**config.mk**
```make
export PLATFORM = sky130hd
export DESIGN_NAME = score_level_display
export DESIGN_NICKNAME = d
export VERILOG_FILES = /design/src/rtl/score_pkg.sv /design/src/rtl/seg_serializer.sv /design/src/rtl/score_level_display.sv
export SDC_FILE = /design/constraint.sdc
export NUM_CORES = 1
export LEC_CHECK = 0
export BUFFER_PORTS_ARGS = -buffer_cell sky130_fd_sc_hd__buf_2
export CORE_MARGIN = 4
export CORE_UTILIZATION = 55
export DETAILED_ROUTE_END_ITERATION = 12
export PLACE_DENSITY_LB_ADDON = 0.05
export SLEW_MARGIN = 15
export SYNTH_ARGS = -nofsm -noshare
export SYNTH_HDL_FRONTEND = slang
export SYNTH_SLANG_ARGS = --single-unit
```
**constraint.sdc**
```tcl
create_clock -name clk -period 5.3 [get_ports clk]
set_input_delay 0.265 -clock clk [delete_from_list [all_inputs] [get_ports clk]]
set_output_delay 0.265 -clock clk [all_outputs]
set_load 0.03 [all_outputs]
```
**src/rtl/score_pkg.sv**
```systemverilog
// Shared constants, state encodings and helpers for the score/level display block.
package score_pkg;

    // Active-low seven-segment codes, bit order {dp,g,f,e,d,c,b,a}; dp always off.
    localparam logic [7:0] SEG_0     = 8'hC0;
    localparam logic [7:0] SEG_1     = 8'hF9;
    localparam logic [7:0] SEG_2     = 8'hA4;
    localparam logic [7:0] SEG_3     = 8'hB0;
    localparam logic [7:0] SEG_4     = 8'h99;
    localparam logic [7:0] SEG_5     = 8'h92;
    localparam logic [7:0] SEG_6     = 8'h82;
    localparam logic [7:0] SEG_7     = 8'hF8;
    localparam logic [7:0] SEG_8     = 8'h80;
    localparam logic [7:0] SEG_9     = 8'h90;
    localparam logic [7:0] SEG_S     = 8'h92;
    localparam logic [7:0] SEG_L     = 8'hC7;
    localparam logic [7:0] SEG_BLANK = 8'hFF;

    // Base points indexed by (lines cleared - 1), stored as a single BCD digit.
    localparam logic [3:0] BASE_PTS [0:3] = '{4'd1, 4'd3, 4'd5, 4'd8};

    typedef enum logic [1:0] {AdIdle, AdAdd, AdNext} add_state_e;
    typedef enum logic [1:0] {ShLoad, ShShift, ShGap} shift_state_e;

    // Non-decimal codes show as blank rather than garbage.
    function automatic logic [7:0] bcd2seg(input logic [3:0] digit);
        logic [7:0] seg;
        case (digit)
            4'd0:    seg = SEG_0;
            4'd1:    seg = SEG_1;
            4'd2:    seg = SEG_2;
            4'd3:    seg = SEG_3;
            4'd4:    seg = SEG_4;
            4'd5:    seg = SEG_5;
            4'd6:    seg = SEG_6;
            4'd7:    seg = SEG_7;
            4'd8:    seg = SEG_8;
            4'd9:    seg = SEG_9;
            default: seg = SEG_BLANK;
        endcase
        return seg;
    endfunction

endpackage

```
**src/rtl/seg_serializer.sv**
```systemverilog
// Shifts a 64-bit segment frame MSB first to the serial segment driver, then idles a gap.
module seg_serializer
    import score_pkg::*;
#(
    parameter int unsigned CLK_DIV     = 4,
    parameter int unsigned REFRESH_GAP = 1024
) (
    input  logic        clk,
    input  logic        rst,
    input  logic [63:0] frame_i,
    output logic        seg_clk_o,
    output logic        seg_clr_o,
    output logic        seg_dt_o,
    output logic        seg_en_o
);

    localparam int unsigned DivW = (CLK_DIV > 1) ? $clog2(CLK_DIV) : 1;
    localparam int unsigned GapW = (REFRESH_GAP > 1) ? $clog2(REFRESH_GAP) : 1;
    localparam logic [DivW-1:0] DivLast = DivW'(CLK_DIV - 1);
    localparam logic [GapW-1:0] GapLast = GapW'(REFRESH_GAP - 1);

    shift_state_e    state_q, state_d;
    logic [63:0]     sh_q, sh_d;
    logic [5:0]      bit_q, bit_d;
    logic [DivW-1:0] div_q, div_d;
    logic [GapW-1:0] gap_q, gap_d;
    logic            sclk_q, sclk_d;
    logic            dt_q, dt_d;
    logic            clr_q, en_q;

    // Next-state: snapshot, clock-divided shift with data changing on the falling phase, gap.
    always_comb begin
        state_d = state_q;
        sh_d    = sh_q;
        bit_d   = bit_q;
        div_d   = div_q;
        gap_d   = gap_q;
        sclk_d  = sclk_q;
        dt_d    = dt_q;
        unique case (state_q)
            ShLoad: begin
                // Whole frame captured at once so a score update cannot tear the display.
                sh_d    = frame_i;
                dt_d    = frame_i[63];
                bit_d   = '0;
                div_d   = '0;
                sclk_d  = 1'b0;
                state_d = ShShift;
            end
            ShShift: begin
                if (div_q == DivLast) begin
                    div_d = '0;
                    if (!sclk_q) begin
                        sclk_d = 1'b1;
                    end else begin
                        sclk_d = 1'b0;
                        if (bit_q == 6'd63) begin
                            dt_d    = 1'b0;
                            gap_d   = '0;
                            state_d = ShGap;
                        end else begin
                            bit_d = bit_q + 6'd1;
                            sh_d  = {sh_q[62:0], 1'b0};
                            dt_d  = sh_q[62];
                        end
                    end
                end else begin
                    div_d = div_q + DivW'(1);
                end
            end
            ShGap: begin
                if (gap_q == GapLast) begin
                    state_d = ShLoad;
                end else begin
                    gap_d = gap_q + GapW'(1);
                end
            end
            default: state_d = ShLoad;
        endcase
    end

    // State register; clear and enable release to 1 on the first clock after reset.
    always_ff @(posedge clk or posedge rst) begin
        if (rst) begin
            state_q <= ShLoad;
            sh_q    <= '0;
            bit_q   <= '0;
            div_q   <= '0;
            gap_q   <= '0;
            sclk_q  <= 1'b0;
            dt_q    <= 1'b0;
            clr_q   <= 1'b0;
            en_q    <= 1'b0;
        end else begin
            state_q <= state_d;
            sh_q    <= sh_d;
            bit_q   <= bit_d;
            div_q   <= div_d;
            gap_q   <= gap_d;
            sclk_q  <= sclk_d;
            dt_q    <= dt_d;
            clr_q   <= 1'b1;
            en_q    <= 1'b1;
        end
    end

    assign seg_clk_o = sclk_q;
    assign seg_dt_o  = dt_q;
    assign seg_clr_o = clr_q;
    assign seg_en_o  = en_q;

endmodule

```
**src/rtl/score_level_display.sv**
```systemverilog
// Saturating BCD score accumulator with level tracking and serial seven-segment output.
module score_level_display
    import score_pkg::*;
#(
    parameter int unsigned DIGITS          = 4,
    parameter int unsigned LINES_PER_LEVEL = 10,
    parameter int unsigned CLK_DIV         = 4,
    parameter int unsigned REFRESH_GAP     = 1024
) (
    input  logic                  clk,
    input  logic                  rst,
    input  logic                  hit,
    input  logic [1:0]            lineCount,
    input  logic                  mode,
    output logic [4*DIGITS-1:0]   score,
    output logic [3:0]            level,
    output logic                  busy,
    output logic                  SEGCLK,
    output logic                  SEGCLR,
    output logic                  SEGDT,
    output logic                  SEGEN
);

    localparam logic [2:0] LastDig = 3'(DIGITS - 1);
    localparam logic [8:0] Lpl     = 9'(LINES_PER_LEVEL);

    add_state_e          state_q, state_d;
    logic [4*DIGITS-1:0] score_q, score_d;
    logic [3:0]          level_q, level_d;
    logic [7:0]          lines_q, lines_d;
    logic [3:0]          base_q, base_d;
    logic [1:0]          lc_q, lc_d;
    logic [3:0]          passes_q, passes_d;
    logic [2:0]          dig_q, dig_d;
    logic                carry_q, carry_d;
    logic                sat_q, sat_d;
    logic                pend_q, pend_d;
    logic [1:0]          pend_lc_q, pend_lc_d;

    logic                start;
    logic [1:0]          src_lc;
    logic [3:0]          cur, addend, digit;
    logic [4:0]          sum5;
    logic                cout;
    logic [8:0]          sum9;
    logic [63:0]         frame;

    // A waiting pending award takes priority over a fresh hit in IDLE.
    assign start  = (state_q == AdIdle) && (hit || pend_q);
    assign src_lc = pend_q ? pend_lc_q : lineCount;
    assign busy   = (state_q != AdIdle) || start;

    // Adder next-state: digit-serial BCD add repeated once per (level+1) pass.
    always_comb begin
        state_d   = state_q;
        score_d   = score_q;
        level_d   = level_q;
        lines_d   = lines_q;
        base_d    = base_q;
        lc_d      = lc_q;
        passes_d  = passes_q;
        dig_d     = dig_q;
        carry_d   = carry_q;
        sat_d     = sat_q;
        pend_d    = pend_q;
        pend_lc_d = pend_lc_q;

        cur    = score_q[4*dig_q +: 4];
        addend = (dig_q == 3'd0) ? base_q : 4'd0;
        sum5   = {1'b0, cur} + {1'b0, addend} + {4'd0, carry_q};
        cout   = (sum5 > 5'd9);
        digit  = cout ? 4'(sum5 - 5'd10) : sum5[3:0];
        sum9   = {1'b0, lines_q} + {7'd0, lc_q} + 9'd1;

        // One-deep slot: refilled as it drains, otherwise extra hits while busy are dropped.
        if (start && pend_q) begin
            pend_d    = hit;
            pend_lc_d = lineCount;
        end else if ((state_q != AdIdle) && hit && !pend_q) begin
            pend_d    = 1'b1;
            pend_lc_d = lineCount;
        end

        unique case (state_q)
            AdIdle: begin
                if (start) begin
                    base_d   = BASE_PTS[src_lc];
                    lc_d     = src_lc;
                    passes_d = level_q + 4'd1;
                    dig_d    = '0;
                    carry_d  = 1'b0;
                    state_d  = AdAdd;
                end
            end
            AdAdd: begin
                if (!sat_q) begin
                    score_d[4*dig_q +: 4] = digit;
                    carry_d = cout;
                end
                if (dig_q == LastDig) begin
                    if (cout && !sat_q) begin
                        score_d = {DIGITS{4'h9}};
                        sat_d   = 1'b1;
                    end
                    state_d = AdNext;
                end else begin
                    dig_d = dig_q + 3'd1;
                end
            end
            AdNext: begin
                passes_d = passes_q - 4'd1;
                dig_d    = '0;
                carry_d  = 1'b0;
                if (passes_q == 4'd1) begin
                    if (sum9 >= Lpl) begin
                        lines_d = 8'(sum9 - Lpl);
                        if (level_q != 4'd9) begin
                            level_d = level_q + 4'd1;
                        end
                    end else begin
                        lines_d = sum9[7:0];
                    end
                    state_d = AdIdle;
                end else begin
                    state_d = AdAdd;
                end
            end
            default: state_d = AdIdle;
        endcase
    end

    // Adder state register; reset discards any partial score.
    always_ff @(posedge clk or posedge rst) begin
        if (rst) begin
            state_q   <= AdIdle;
            score_q   <= '0;
            level_q   <= '0;
            lines_q   <= '0;
            base_q    <= '0;
            lc_q      <= '0;
            passes_q  <= '0;
            dig_q     <= '0;
            carry_q   <= 1'b0;
            sat_q     <= 1'b0;
            pend_q    <= 1'b0;
            pend_lc_q <= '0;
        end else begin
            state_q   <= state_d;
            score_q   <= score_d;
            level_q   <= level_d;
            lines_q   <= lines_d;
            base_q    <= base_d;
            lc_q      <= lc_d;
            passes_q  <= passes_d;
            dig_q     <= dig_d;
            carry_q   <= carry_d;
            sat_q     <= sat_d;
            pend_q    <= pend_d;
            pend_lc_q <= pend_lc_d;
        end
    end

    // Frame image: title glyph in byte 7, value right-justified, blanks elsewhere.
    always_comb begin
        frame = '1;
        if (mode) begin
            frame[63:56] = SEG_L;
            frame[7:0]   = bcd2seg(level_q);
        end else begin
            frame[63:56] = SEG_S;
            for (int i = 0; i < int'(DIGITS); i++) begin
                frame[8*i +: 8] = bcd2seg(score_q[4*i +: 4]);
            end
        end
    end

    seg_serializer #(
        .CLK_DIV     (CLK_DIV),
        .REFRESH_GAP (REFRESH_GAP)
    ) u_seg_serializer (
        .clk       (clk),
        .rst       (rst),
        .frame_i   (frame),
        .seg_clk_o (SEGCLK),
        .seg_clr_o (SEGCLR),
        .seg_dt_o  (SEGDT),
        .seg_en_o  (SEGEN)
    );

    assign score = score_q;
    assign level = level_q;

endmodule

```
==> flow_summary.json <==
{
  "powerDensity_mw_per_mm2": 521,
  "swShare_pct": 40.9,
  "drt_pass1_iterations": 5,
  "period_needed_ns": 4.21,
  "nFillCells": 1139,
  "worstMarginPinSlew_ns": 1.01,
  "yosysWarnings": 0,
  "drt-initial-drc-count": 399,
  "std_cell_rows": 42,
  "critPathMaxStageDelay_ns": 0.64,
  "path_cells": "mux4_2 -> and2_1 -> fa_1 -> fa_1 -> xnor2_1 -> ha_1 -> nor2b_1 -> a31o_2 -> nor2_1 -> a21oi_1 -> nand2_1 -> o32a_1",
  "final_cells": 1009,
  "synth_top_flop_cell": "dfrtp_1",
  "core_mm2": 0.0133,
  "io_buffers": 30,
  "timing.final.ws_setup_ns": 1.09,
  "cts_tree": "yes",
  "critical_path_class": "flip-flop to flip-flop",
  "worst_r2r_endpoint": "score[12]$_DFFE_PP0P_",
  "worstPathArrival_ns": 4.52,
  "synthCells": 811,
  "final_hold_viol_count": 0,
  "internal_power_mw": 2.58,
  "finalSetupTns_ns": 0,
  "overflow": 0,
  "syn_nets": 859,
  "grt_max_degree": 76,
  "synth.avg_cell_area_um2": 9.34,
  "crit_path_frequent_cell": "fa_1",
  "p_leak_nw": 3.68,
  "die_w_um": 125,
  "cts_resized": 0,
  "grt_pass1_vias": 5770,
  "synth_area_leaders": "dfrtp_1 44%, ha_1 6.4%, o21ai_0 5.0%, nand2_1 4.9%, nor2_1 3.6%",
  "wl_per_cell_um": 16.3,
  "antenna_found_initial": 0,
  "finalSetupViolations": 0,
  "synth-seq-cells": 134,
  "p_comb_share_pct": 40.3,
  "yosys.cell_types.count": 72,
  "ctsHoldBuffers": 0,
  "synthSimpleGateAreaFrac_pct": 16.8,
  "clock_path_buffers": 2,
  "drive_gt1_share_pct": 11.9,
  "timing.fmax_mhz": 238,
  "vdd_drop_max_v": 0.000555,
  "synth-compound-area-share_pct": 20.9,
  "synthXorXnorAreaFrac_pct": 3.11,
  "synth_top_family_by_area": "compound AO/OA/AOI/OAI gates",
  "status": "finished clean",
  "start_kind": "flip-flop",
  "regToRegSetupSlack_ns": 1.09,
  "p_sw_mw": 1.78,
  "htree_levels": 4,
  "synth_top_cell_by_area": "dfrtp_1",
  "clkTransAtPathRegs_ns": 0.06,
  "cts_setup_buffers": 0,
  "grtUsageTotal_pct": 21.8,
  "grt_pass1_wl_mm": 28.4,
  "setup.worst_path.end_class": "flip-flop",
  "initial_utilization_pct": 56.7,
  "rr_worst_depth": 12,
  "fin_crit_sh_pct": 79.4,
  "p_total_mw": 4.36,
  "dieHeight_um": 125,
  "syn_area_mm2": 0.00757,
  "fin_worst_skew_ns": 0.0162,
  "hold_class": "input pin to asynchronous set/reset pin",
  "fin_util_pct": 62.7,
  "crit_path_max_fanout": 13,
  "muxShareOfSynthArea_pct": 3.01,
  "cts-root-buf": "clkbuf_16",
  "dp.cells": 976,
  "async_flop_share_pct": 100,
  "antenna_cells": 0,
  "final_common_cell": "dfrtp_1",
  "final_max_slew_viol_count": 0,
  "clkLatencyLatePin_ns": 0.43,
  "synth_fa_ha_area_share_pct": 7.37,
  "maxSlewHeadroom_pct": 32.8,
  "power_frac_seq_pct": 33.1,
  "nets": 868,
  "routed_wirelength_mm": 16.5,
  "gp_congestion": 0.871,
  "ys_seq_area_share_pct": 44.3,
  "critPathSlowestCell": "dfrtp_1",
  "clock-sinks": 134,
  "area_growth_syn_to_layout_pct": 10.6,
  "drtAntennaViolNets": 0,
  "preCtsSetupSlack_ns": 1.19,
  "synth_top_area_share_pct": 44.3,
  "dp_hpwl_mm": 11.2,
  "rsz0062_at_grt": "false",
  "final_cell_mix": "134 x dfrtp_1, 99 x nand2_1, 75 x o21ai_0",
  "vias": 5969,
  "drc_errors": 0,
  "dieArea_mm2": 0.0157,
  "worst-endpoint-required_ns": 5.61,
  "r2r_start": "dig_q[0]$_DFFE_PP0P_",
  "cts_buffers": 17,
  "via_per_inst": 5.92,
  "io_pins": 31,
  "maxCapViolCount": 0,
  "clockPowerShare_pct": 26.7,
  "synth_edf_count": 0
}
-- cells in the mapped netlist, types with 7 or more instances --
cell      count
dfrtp_1     134
nand2b_1     11
nor2b_1       9
a21oi_1      42
nor3_1       10
clkbuf_1     33
mux2i_1       7
nand2_1      99
nand3_1      16
inv_1        32
and2_1       11
a22o_1        7
xnor2_1      13
o31ai_1      11
ha_1         39
nor2_1       72
xor2_1       12
o22a_1       29
a211oi_1     11
o21ai_0      75
o22ai_1      21
-- worst max-delay path by stage --
stage	start	end	slack [ns]	cells past startpoint
2_1_floorplan	dig_q[0]$_DFFE_PP0P_	score[6]$_DFFE_PP0P_	1.36	12
3_3_place_gp	dig_q[0]$_DFFE_PP0P_	score[6]$_DFFE_PP0P_	1.30	11
3_5_place_dp	dig_q[0]$_DFFE_PP0P_	score[12]$_DFFE_PP0P_	1.19	12
4_1_cts	dig_q[0]$_DFFE_PP0P_	score[12]$_DFFE_PP0P_	1.14	12
5_1_grt	dig_q[0]$_DFFE_PP0P_	score[12]$_DFFE_PP0P_	0.87	14
6_report	dig_q[0]$_DFFE_PP0P_	score[12]$_DFFE_PP0P_	1.09	12
-- through the flow --
step	hold WS [ns]	area [um2]
floorplan	0.417	7570
global placement	0.458	7780
detailed placement	0.465	7780
CTS	0.0837	8360
global route	0.0936	8370
finish	0.0519	8370
-- flip-flops by register name (all words and copies together) (netlist names), 2 cells and up --
register and cells:
u_seg_serializer.sh_q 63, score 16, u_seg_serializer.gap_q 10, lines_q 8, u_seg_serializer.bit_q 6, base_q 4, level 4, passes_q 4
dig_q 3, lc_q 2, pend_lc_q 2, state_q 2, u_seg_serializer.div_q 2, u_seg_serializer.state_q 2
-- critical path: cells and delay by family, from the launching register on --
kind / cells / cell delay, ns
multiplexers: 1 / 0.57
XOR/XNOR: 1 / 0.28
AO/OA/AOI/OAI: 3 / 0.93
flip-flops: 1 / 0.64
adder cells (fa/ha/maj): 3 / 1.09
AND/OR/NAND/NOR: 4 / 0.59
-- power by group through the flow --
stage / Sequential (mW) / Combinational [mW] / Clock (mW)
after global placement: 1.45 / 1.68 / 0
after floorplan: 1.40 / 1.35 / 0
after global routing: 1.47 / 1.96 / 1.23
final: 1.44 / 1.76 / 1.16
after CTS: 1.44 / 1.75 / 1.18
after detailed placement: 1.46 / 1.73 / 0
-- layout make-up --
cell class | count | area [um2] | share of cell area, %
timing repair buffer | 37 | 206 | 2.47
clock inverter | 13 | 146 | 1.75
sequential | 134 | 3350 | 40.1
clock buffer | 19 | 433 | 5.17
multi-input combinational | 597 | 3880 | 46.4
inverter | 33 | 126 | 1.51
tap | 176 | 220 | 2.63
-- cell families after synthesis --
kind of cell / Yosys count
buffers and inverters: 80
XOR/XNOR: 26
adder cells (fa/ha/maj): 43
AO/OA/AOI/OAI: 243
flip-flops: 134
multiplexers: 17
other: 1
AND/OR/NAND/NOR: 267
-- layer usage --
| layer | GRT usage, % | vias up | share of wire, % |
|---|---|---|---|
| met4 | 6.12 | 0 | 1.6 |
| met1 | 30.0 | 2940 | 46 |
| li1 | - | 2902 | - |
| met5 | 0 | - | 0 |
| met3 | 5.54 | 18 | 4.1 |
| met2 | 34.5 | 109 | 48 |
Note: power is estimated with default switching activity, not from simulation.
